## src/rtl/pe_mac_os.sv

```systemverilog
// Output-stationary systolic PE: signed fixed-point MAC over a programmable-length tile,
// emitting one rounded, saturated result per tile; X/W/valid forwarded with 1-cycle latency.
module pe_mac_os #(
   parameter int D_W      = 8,
   parameter int FRAC     = 5,
   parameter int K_W      = 8,
   parameter int ACC_W    = 2*D_W + K_W,
   parameter int MUL_PIPE = 0
) (
   input  logic           I_CLK,
   input  logic           I_ASYN_RSTN,
   input  logic           I_SYNC_RSTN,
   input  logic           I_CLR,
   input  logic           I_VLD,
   input  logic [D_W-1:0] I_X,
   input  logic [D_W-1:0] I_W,
   input  logic [K_W-1:0] I_LEN,
   output logic           O_VLD,
   output logic [D_W-1:0] O_X,
   output logic [D_W-1:0] O_W,
   output logic [D_W-1:0] O_D,
   output logic           O_D_VLD,
   output logic           O_SAT,
   output logic           O_BUSY
);

   localparam int RW = ACC_W + 1;
   localparam logic signed [RW-1:0] SAT_MAX = RW'((2**(D_W-1)) - 1);
   localparam logic signed [RW-1:0] SAT_MIN = ~SAT_MAX;

   typedef enum logic {ST_IDLE, ST_RUN} state_t;

   state_t                  state_q, state_d;
   logic [K_W-1:0]          in_cnt_q, in_cnt_d;
   logic [K_W-1:0]          len_q, len_d;
   logic                    fvld_q, fvld_d;
   logic [D_W-1:0]          fx_q, fx_d, fw_q, fw_d;
   logic signed [ACC_W-1:0] p_q, p_d;
   logic                    pv_q, pv_d, pl_q, pl_d;
   logic signed [ACC_W-1:0] acc_q, acc_d;
   logic [D_W-1:0]          od_q, od_d;
   logic                    odv_q, odv_d, osat_q, osat_d;

   logic                    in_last, mac_vld;
   logic signed [2*D_W-1:0] p_now;
   logic signed [ACC_W-1:0] p_ext, acc_p, acc_n;
   logic                    acc_vld, acc_last;
   logic signed [RW-1:0]    acc_x, rnd_r;
   logic [D_W-1:0]          res;
   logic                    clip;

   assign mac_vld = I_VLD & ~I_CLR;
   assign p_now   = $signed(I_X) * $signed(I_W);
   assign p_ext   = {{(ACC_W-2*D_W){p_now[2*D_W-1]}}, p_now};

   // Optional multiplier register: the accumulator sees the product, its valid and last tag together
   assign acc_p    = (MUL_PIPE != 0) ? p_q  : p_ext;
   assign acc_vld  = (MUL_PIPE != 0) ? pv_q : mac_vld;
   assign acc_last = (MUL_PIPE != 0) ? pl_q : in_last;
   assign acc_n    = acc_q + acc_p;
   assign acc_x    = {acc_n[ACC_W-1], acc_n};

   if (FRAC > 0) begin : g_rnd
      localparam logic signed [RW-1:0] HALF = RW'(2**(FRAC-1));
      assign rnd_r = (acc_x + HALF) >>> FRAC;
   end else begin : g_nornd
      assign rnd_r = acc_x;
   end

   always_comb begin
      res  = rnd_r[D_W-1:0];
      clip = 1'b0;
      if (rnd_r > SAT_MAX) begin
         res  = SAT_MAX[D_W-1:0];
         clip = 1'b1;
      end else if (rnd_r < SAT_MIN) begin
         res  = SAT_MIN[D_W-1:0];
         clip = 1'b1;
      end
   end

   always_comb begin
      state_d  = state_q;
      in_cnt_d = in_cnt_q;
      len_d    = len_q;
      in_last  = 1'b0;
      fvld_d   = I_VLD;
      fx_d     = I_VLD ? I_X : fx_q;
      fw_d     = I_VLD ? I_W : fw_q;
      p_d      = p_ext;
      pv_d     = 1'b0;
      pl_d     = 1'b0;
      acc_d    = acc_q;
      od_d     = od_q;
      odv_d    = 1'b0;
      osat_d   = osat_q;

      if (I_CLR) begin
         state_d  = ST_IDLE;
         in_cnt_d = '0;
      end else if (I_VLD) begin
         if (state_q == ST_IDLE) begin
            len_d = (I_LEN == '0) ? K_W'(1) : I_LEN;
            if (len_d == K_W'(1)) begin
               in_last = 1'b1;
            end else begin
               in_cnt_d = K_W'(1);
               state_d  = ST_RUN;
            end
         end else if ((in_cnt_q + K_W'(1)) == len_q) begin
            in_last  = 1'b1;
            in_cnt_d = '0;
            state_d  = ST_IDLE;
         end else begin
            in_cnt_d = in_cnt_q + K_W'(1);
         end
      end

      pv_d = mac_vld;
      pl_d = in_last;

      if (I_CLR) begin
         acc_d = '0;
      end else if (acc_vld) begin
         if (acc_last) begin
            acc_d  = '0;
            od_d   = res;
            odv_d  = 1'b1;
            osat_d = clip;
         end else begin
            acc_d = acc_n;
         end
      end

      // Synchronous reset overrides every next-state value
      if (!I_SYNC_RSTN) begin
         state_d  = ST_IDLE;
         in_cnt_d = '0;
         len_d    = '0;
         fvld_d   = 1'b0;
         fx_d     = '0;
         fw_d     = '0;
         p_d      = '0;
         pv_d     = 1'b0;
         pl_d     = 1'b0;
         acc_d    = '0;
         od_d     = '0;
         odv_d    = 1'b0;
         osat_d   = 1'b0;
      end
   end

   always_ff @(posedge I_CLK or negedge I_ASYN_RSTN) begin
      if (!I_ASYN_RSTN) begin
         state_q  <= ST_IDLE;
         in_cnt_q <= '0;
         len_q    <= '0;
         fvld_q   <= 1'b0;
         fx_q     <= '0;
         fw_q     <= '0;
         p_q      <= '0;
         pv_q     <= 1'b0;
         pl_q     <= 1'b0;
         acc_q    <= '0;
         od_q     <= '0;
         odv_q    <= 1'b0;
         osat_q   <= 1'b0;
      end else begin
         state_q  <= state_d;
         in_cnt_q <= in_cnt_d;
         len_q    <= len_d;
         fvld_q   <= fvld_d;
         fx_q     <= fx_d;
         fw_q     <= fw_d;
         p_q      <= p_d;
         pv_q     <= pv_d;
         pl_q     <= pl_d;
         acc_q    <= acc_d;
         od_q     <= od_d;
         odv_q    <= odv_d;
         osat_q   <= osat_d;
      end
   end

   assign O_VLD   = fvld_q;
   assign O_X     = fx_q;
   assign O_W     = fw_q;
   assign O_D     = od_q;
   assign O_D_VLD = odv_q;
   assign O_SAT   = osat_q;
   // A tile stays busy while its last product still waits in the multiplier register
   assign O_BUSY  = (state_q == ST_RUN) | ((MUL_PIPE != 0) & pv_q & pl_q);

endmodule
```

## config.mk

```make
export PLATFORM = sky130hd
export DESIGN_NAME = pe_mac_os
export DESIGN_NICKNAME = d
export VERILOG_FILES = /design/src/rtl/pe_mac_os.sv
export SDC_FILE = /design/constraint.sdc
export NUM_CORES = 1
export LEC_CHECK = 0
export CELL_PAD_IN_SITES_DETAIL_PLACEMENT = 1
export CELL_PAD_IN_SITES_GLOBAL_PLACEMENT = 1
export CORE_UTILIZATION = 50
export DETAILED_ROUTE_END_ITERATION = 8
export PLACE_DENSITY = 0.83
export SLEW_MARGIN = 5
export SYNTH_ARGS = -nofsm -noshare
export SYNTH_HDL_FRONTEND = slang
export SYNTH_SLANG_ARGS = --single-unit
```

## constraint.sdc

```tcl
create_clock -name I_CLK -period 8.7 [get_ports I_CLK]
set_input_delay 1.74 -clock I_CLK [delete_from_list [all_inputs] [get_ports I_CLK]]
set_output_delay 1.74 -clock I_CLK [all_outputs]
set_load 0.01 [all_outputs]
```

==> flow_metrics.env, run 1 <==
export IMPL_clkTransAtPathRegs_ns=0.06
export IMPL_dieWidth_um=128.7
export IMPL_dieArea_um2=16560
export IMPL_crit_path_max_fanout=9
export IMPL_cts_buffers=9
export IMPL_layout_drive_gt1_share_pct=7.942
export IMPL_start_util_pct=52.01
export IMPL_totalWireLength_um=23200
export IMPL_async_flop_share_pct=100.0
export IMPL_synth_ff_type="dfrtp_1"
export IMPL_drv_slew=0
export IMPL_cts_sinks=68
export IMPL_worst_pin_slew_ns=0.9516
export IMPL_grt_start_max_net_pins=69
export IMPL_clk_latency_ns=0.35
export IMPL_layout_nets=1078
export IMPL_postCtsHoldBufs=0
export IMPL_reg2reg_slack_ns=2.29
export IMPL_first_global_vias=7485
export IMPL_antenna_cells=0
export IMPL_maxSlewHeadroom_pct=36.56
export IMPL_finalCritPeriodShare_pct=95.68
export IMPL_min_from="O_SAT$_DFFE_PN0P_"
export IMPL_drv_cap=0
export IMPL_synth_seq_cells=68
export IMPL_syn_avg_cell_area_um2=9.750
export IMPL_endpoint_kind="flip-flop"
export IMPL_drt_iter0_drc=396
export IMPL_die_h_um=128.7
export IMPL_antenna_found_initial=0
export IMPL_synth_cell_types=80
export IMPL_hold_path_end="O_SAT$_DFFE_PN0P_"
export IMPL_cts_path_max_buffers=2
export IMPL_min_period_ns=8.324
export IMPL_firstDrtPassIters=4
export IMPL_rows=45
export IMPL_routabilityCongestion=0.8741
export IMPL_synth_seq_area_share_pct=21.21
export IMPL_drc=0
export IMPL_setup_viol=0
export IMPL_yosys_warnings=0
export IMPL_ios=57
export IMPL_hold_path_class="flip-flop to flip-flop"
export IMPL_antenna_left=0
export IMPL_synth_edf_count=0
export IMPL_cts_max_level=3
export IMPL_coreArea_um2=15430
export IMPL_clockRootBuffer="clkbuf_16"
export IMPL_reg2regPathDepth=21
export IMPL_port_buffers=56
export IMPL_track_usage_pct=30.84
export IMPL_outcome="finished, final reports clean"
export IMPL_area_growth_pct=15.48
export IMPL_grt_pass1_wl_um=38920
export IMPL_hpwl_um=18170
export IMPL_netlist_area_um2=8024
export IMPL_crit_required_ns=8.93
export IMPL_post_drt_wl_per_cell_um=21.00
export IMPL_cts_tree="yes"
export IMPL_hold_viol_final=0
export IMPL_crit_type="input pin to flip-flop"
export IMPL_skew_ns=0.01028
export IMPL_holdPathStages=2
export IMPL_grt_ovfl_total=0
export IMPL_critPathLaunchType="input pin"
export IMPL_crit_arrival_ns=8.56
export IMPL_finish_utilization_pct=60.06
export IMPL_viasPerCell=5.887
export IMPL_r2r_start="acc_q[6]$_DFFE_PN0P_"
export IMPL_fmax_mhz=120.1
export IMPL_r2r_end="O_D[2]$_DFFE_PN0P_"
export IMPL_vias=6505
export IMPL_synth_nets=1012
export IMPL_synthCells=823
export IMPL_finalSetupTns_ns=0
[cells in the final DEF (no fill, tap or decap), types with 4 or more instances in the layout]
cell type	instances
a211oi_1	6
a21o_1	6
a21oi_1	13
a22o_1	18
a22oi_1	8
a31oi_1	5
and2_1	39
and3_1	12
buf_4	22
clkbuf_16	9
clkdlybuf4s50_1	53
dfrtp_1	68
fa_1	104
ha_1	56
inv_1	107
mux2i_1	24
nand2_1	65
nand2b_1	6
nand3_1	12
nand4_1	4
nor2_1	59
nor2b_1	4
nor3_1	9
o2111ai_1	4
o211ai_1	7
o21a_1	13
o21ai_0	28
o21ai_1	6
o31ai_1	7
xnor2_1	23
xor2_1	14
[metrics by stage]
stage	setup WS [ns]	area, um^2	instances	hold WS (ns)
after global routing	-0.02401	9266	1105	0.5265
after global placement	0.09064	8902	1088	0.4665
after detailed placement	-0.2157	8902	1088	0.4811
after floorplan	0.7140	8024	823	0.4498
final	0.3759	9266	1105	0.4949
after CTS	0.03369	9210	1104	0.4969
[state kept, by name (all words and copies together) (netlist names), 8 cells and up]
| signal | flops |
|---|---|
| len_q | 8 |
| acc_q | 24 |
| O_X | 8 |
| O_D | 8 |
| in_cnt_q | 8 |
| O_W | 8 |
[what timing repair did]
| action | CTS | global route |
|---|---|---|
| resized for setup | 0 | 8 |
| endpoints found under the setup margin | 0 | 8 |
| buffers inserted | 0 | 1 |
[cells in the mapped netlist, drive strengths merged, types with 11 or more instances]
library cell | instances | area share (%)
inv | 107 | 5.0
fa | 104 | 26
dfrtp | 68 | 21
nand2 | 66 | 3.1
nor2 | 61 | 2.9
ha | 56 | 8.7
and2 | 41 | 3.3
o21ai | 36 | 2.4
mux2i | 24 | 3.0
xnor2 | 24 | 2.7
a22o | 18 | 2.0
a21oi | 16 | 1.1
clkbuf | 16 | 0.75
xor2 | 14 | 1.5
and3 | 13 | 1.0
o21a | 13 | 1.2
nand3 | 12 | 0.75
a211oi | 11 | 1.5
[critical path, cell delays in order]
cell and delay (ns):
clkdlybuf4s50_1 0.50, nand2_1 0.16, inv_1 0.07, fa_1 0.59, inv_1 0.17, fa_1 0.63
inv_1 0.18, fa_1 0.54, fa_1 0.49, ha_1 0.32, ha_1 0.34, buf_4 0.18
a21oi_1 0.15, o21ai_0 0.13, a222oi_1 0.35, and3_2 0.32, and2_1 0.27, nand4_1 0.25
o21a_1 0.27, or2_1 0.26, a2111oi_2 0.32, a2111o_2 0.25, nand2_1 0.08
[cells by family after synthesis]
family	synth area share (%)
simple gates	15.13
compound gates	15.33
fa+ha+maj	34.68
buf+inv	6.425
flops	21.21
xor+xnor	4.241
mux	2.994
[how the worst max path moves through the flow]
| stage | start | to | slack (ns) | cells after the start |
|---|---|---|---|---|
| CTS | I_X[7] | O_D[1]$_DFFE_PN0P_ | 0.03 | 23 |
| floorplan | I_W[0] | O_D[6]$_DFFE_PN0P_ | 0.71 | 21 |
| global route | I_W[3] | O_D[2]$_DFFE_PN0P_ | -0.02 | 24 |
| detailed placement | I_X[7] | O_D[1]$_DFFE_PN0P_ | -0.22 | 23 |
| finish | I_W[3] | O_D[2]$_DFFE_PN0P_ | 0.38 | 23 |
| global placement | I_X[7] | O_D[0]$_DFFE_PN0P_ | 0.09 | 23 |
[final cells by class]
type / instances / area (um^2)
fillers: 1767 / 6161
multi-input cells: 622 / 5838
flip-flops and latches: 68 / 1702
repair buffers: 79 / 745.7
inverters: 109 / 409.1
well taps: 211 / 264.0
clock buffers: 9 / 225.2
clock inverters: 7 / 82.58
[layer usage]
layer,global-route usage (%),up-vias,part of all wire [%]
met3,4.740,52,3.3
met5,0,-,0
met1,34.81,3385,39
li1,-,2909,-
met2,58.38,159,55
met4,11.49,0,3.1
Power of run 1 is left out: the tool's default activity adds up to more than one toggle a clock period on the data nets, which glitch-free logic cannot reach.
==> run 2, diff against run 1 <==
--- a/config.mk
+++ b/config.mk
@@ -14,3 +14,4 @@
 export SYNTH_ARGS = -nofsm -noshare
 export SYNTH_HDL_FRONTEND = slang
 export SYNTH_SLANG_ARGS = --single-unit
+export TNS_END_PERCENT = 100
==> results of run 2 <==
Final layout, timing and power as in run 1 (identical DEF).
Power of run 2 is left out for the same reason.
==> run 3, diff against run 2 <==
==> config.mk (replaced) <==
export PLATFORM = sky130hd
export DESIGN_NAME = pe_mac_os
export DESIGN_NICKNAME = d
export VERILOG_FILES = /design/src/rtl/pe_mac_os.sv
export SDC_FILE = /design/constraint.sdc
export NUM_CORES = 1
export LEC_CHECK = 0
export CELL_PAD_IN_SITES_DETAIL_PLACEMENT = 2
export CELL_PAD_IN_SITES_GLOBAL_PLACEMENT = 2
export CORE_MARGIN = 2
export CORE_UTILIZATION = 42
export DETAILED_ROUTE_END_ITERATION = 8
export PLACE_DENSITY = 0.85
export SLEW_MARGIN = 5
export SYNTH_ARGS = -nofsm -noshare
export SYNTH_HDL_FRONTEND = slang
export SYNTH_SLANG_ARGS = --single-unit
export TNS_END_PERCENT = 100
==> run 3 against run 2 <==
Against the previous run:
- final cell count is 2.4% higher
- wire length up 26%
- global-route usage down 0.61 points
- worst setup slack lost 0.17 ns
- register-to-register slack lost 0.31 ns
- hold slack gained 0.019 ns
==> flow_metrics.env, run 3 (synthesized netlist as in run 1, its figures left out) <==
export IMPL_cts_tree="yes"
export IMPL_crit_required_ns=8.92
export IMPL_die_h_um=142.2
export IMPL_skew_ns=0.009549
export IMPL_top_register="acc_q"
export IMPL_cts_sinks=68
export IMPL_dieArea_um2=20230
export IMPL_crit_type="input pin to flip-flop"
export IMPL_antenna_cells=0
export IMPL_finalCritPeriodShare_pct=97.63
export IMPL_critPathLaunchType="input pin"
export IMPL_crit_arrival_ns=8.72
export IMPL_cts_max_level=3
export IMPL_fmax_mhz=117.7
export IMPL_clk_latency_ns=0.36
export IMPL_track_usage_pct=30.23
export IMPL_mostFrequentLayoutCell="inv_1"
export IMPL_cts_buffers=9
export IMPL_port_buffers=56
export IMPL_area_growth_pct=16.37
export IMPL_viasPerCell=5.924
export IMPL_coreArea_um2=18710
export IMPL_ios=57
export IMPL_endpoint_kind="flip-flop"
export IMPL_firstDrtPassIters=5
export IMPL_first_global_vias=7916
export IMPL_crit_path_max_fanout=8
export IMPL_antenna_left=0
export IMPL_outcome="finished, final reports clean"
export IMPL_layout_drive_gt1_share_pct=8.797
export IMPL_clkTransAtPathRegs_ns=0.06
export IMPL_rows=50
export IMPL_worst_pin_slew_ns=1.023
export IMPL_dp_cells=1114
export IMPL_setup_viol=0
export IMPL_fin_hold_ws_ns=0.5137
export IMPL_cts_path_max_buffers=2
export IMPL_vias=6706
export IMPL_hold_viol_final=0
export IMPL_grt_pass1_wl_um=45890
export IMPL_largest_reg_flops=24
export IMPL_postCtsHoldBufs=0
export IMPL_antenna_found_initial=0
export IMPL_clockRootBuffer="clkbuf_16"
export IMPL_grt_start_max_net_pins=69
export IMPL_layout_nets=1082
export IMPL_dieWidth_um=142.2
export IMPL_grt_ovfl_total=0
export IMPL_hold_path_class="flip-flop to flip-flop"
export IMPL_start_util_pct=42.90
export IMPL_post_drt_wl_per_cell_um=25.86
export IMPL_drc=0
export IMPL_drv_cap=0
export IMPL_drv_slew=0
export IMPL_routabilityCongestion=0.8621
export IMPL_finalSetupTns_ns=0
export IMPL_final_cell_mix="inv_1, fa_1, dfrtp_1, nand2_1, nor2_1"
export IMPL_hpwl_um=21160
export IMPL_maxSlewHeadroom_pct=31.57
export IMPL_final_cells=1132
export IMPL_min_period_ns=8.493
export IMPL_totalWireLength_um=29270
export IMPL_drt_iter0_drc=304
==> run 3: repair_timing <==
action | in CTS | in global routing
gates resized for setup | 3 | 11
endpoints found under the hold margin | 0 | 0
endpoints found under the setup margin | 3 | 8
buffers inserted | 2 | 0
pin swaps | 0 | 1
==> run 3: path summary, 6_finish.rpt <==
| check | from | endpoint | slack (ns) | depth (start not counted) |
|---|---|---|---|---|
| worst max-delay path | I_W[0] | O_D[1]$_DFFE_PN0P_ | 0.21 | 25 |
| worst min-delay path | acc_q[0]$_DFFE_PN0P_ | acc_q[0]$_DFFE_PN0P_ | 0.51 | 1 |
| worst max register to register | acc_q[4]$_DFFE_PN0P_ | O_D[1]$_DFFE_PN0P_ | 1.98 | 23 |
| worst min register to register | acc_q[0]$_DFFE_PN0P_ | acc_q[0]$_DFFE_PN0P_ | 0.51 | 1 |
| max in group asynchronous | I_ASYN_RSTN | acc_q[18]$_DFFE_PN0P_ | 6.43 | 2 |
| min in group asynchronous | I_ASYN_RSTN | in_cnt_q[5]$_DFFE_PN0P_ | 1.62 | 2 |
==> run 3: stage by stage <==
step | area (um^2) | setup slack, ns | utilization, %
final | 9338 | 0.2065 | 49.92
after CTS | 9288 | 0.09946 | 49.65
after floorplan | 8024 | 0.7140 | -
after global placement | 8954 | 0.2260 | 47.87
after global routing | 9338 | -0.04134 | 49.92
after detailed placement | 8954 | -0.3520 | 47.87
==> run 3: worst max-delay path, stage by stage <==
cell and delay [ns]:
clkdlybuf4s50_1 0.56, buf_4 0.22, nand2_1 0.10, fa_1 0.52, inv_1 0.06, fa_1 0.47, ha_1 0.31, inv_1 0.06
fa_1 0.53, inv_1 0.04, ha_1 0.30, ha_1 0.22, inv_1 0.10, fa_1 0.43, nand2b_1 0.23, a211oi_4 0.45
o31ai_1 0.22, nor2_1 0.40, nor4b_4 0.37, o21ai_1 0.22, o21a_1 0.23, or2_1 0.25, a2111oi_2 0.33, a2111o_2 0.25
nand2_1 0.10
==> run 3: area by class of cell <==
cell class	instances	area, um^2
fill	1952	9368
multi-input combinational	622	5867
sequential	68	1702
timing repair buffer	83	763.2
inverter	109	412.9
tap	234	292.8
clock buffer	9	225.2
clock inverter	7	75.07
==> run 3: metal layers <==
metal / track usage (%) / vias to the layer above / part of all wire, %
met5: 0 / - / 0
met4: 14.32 / 0 / 4.6
met3: 5.148 / 89 / 3.1
met2: 56.32 / 172 / 54
met1: 33.33 / 3529 / 38
li1: - / 2916 / -
Power of run 3 is left out for the same reason.
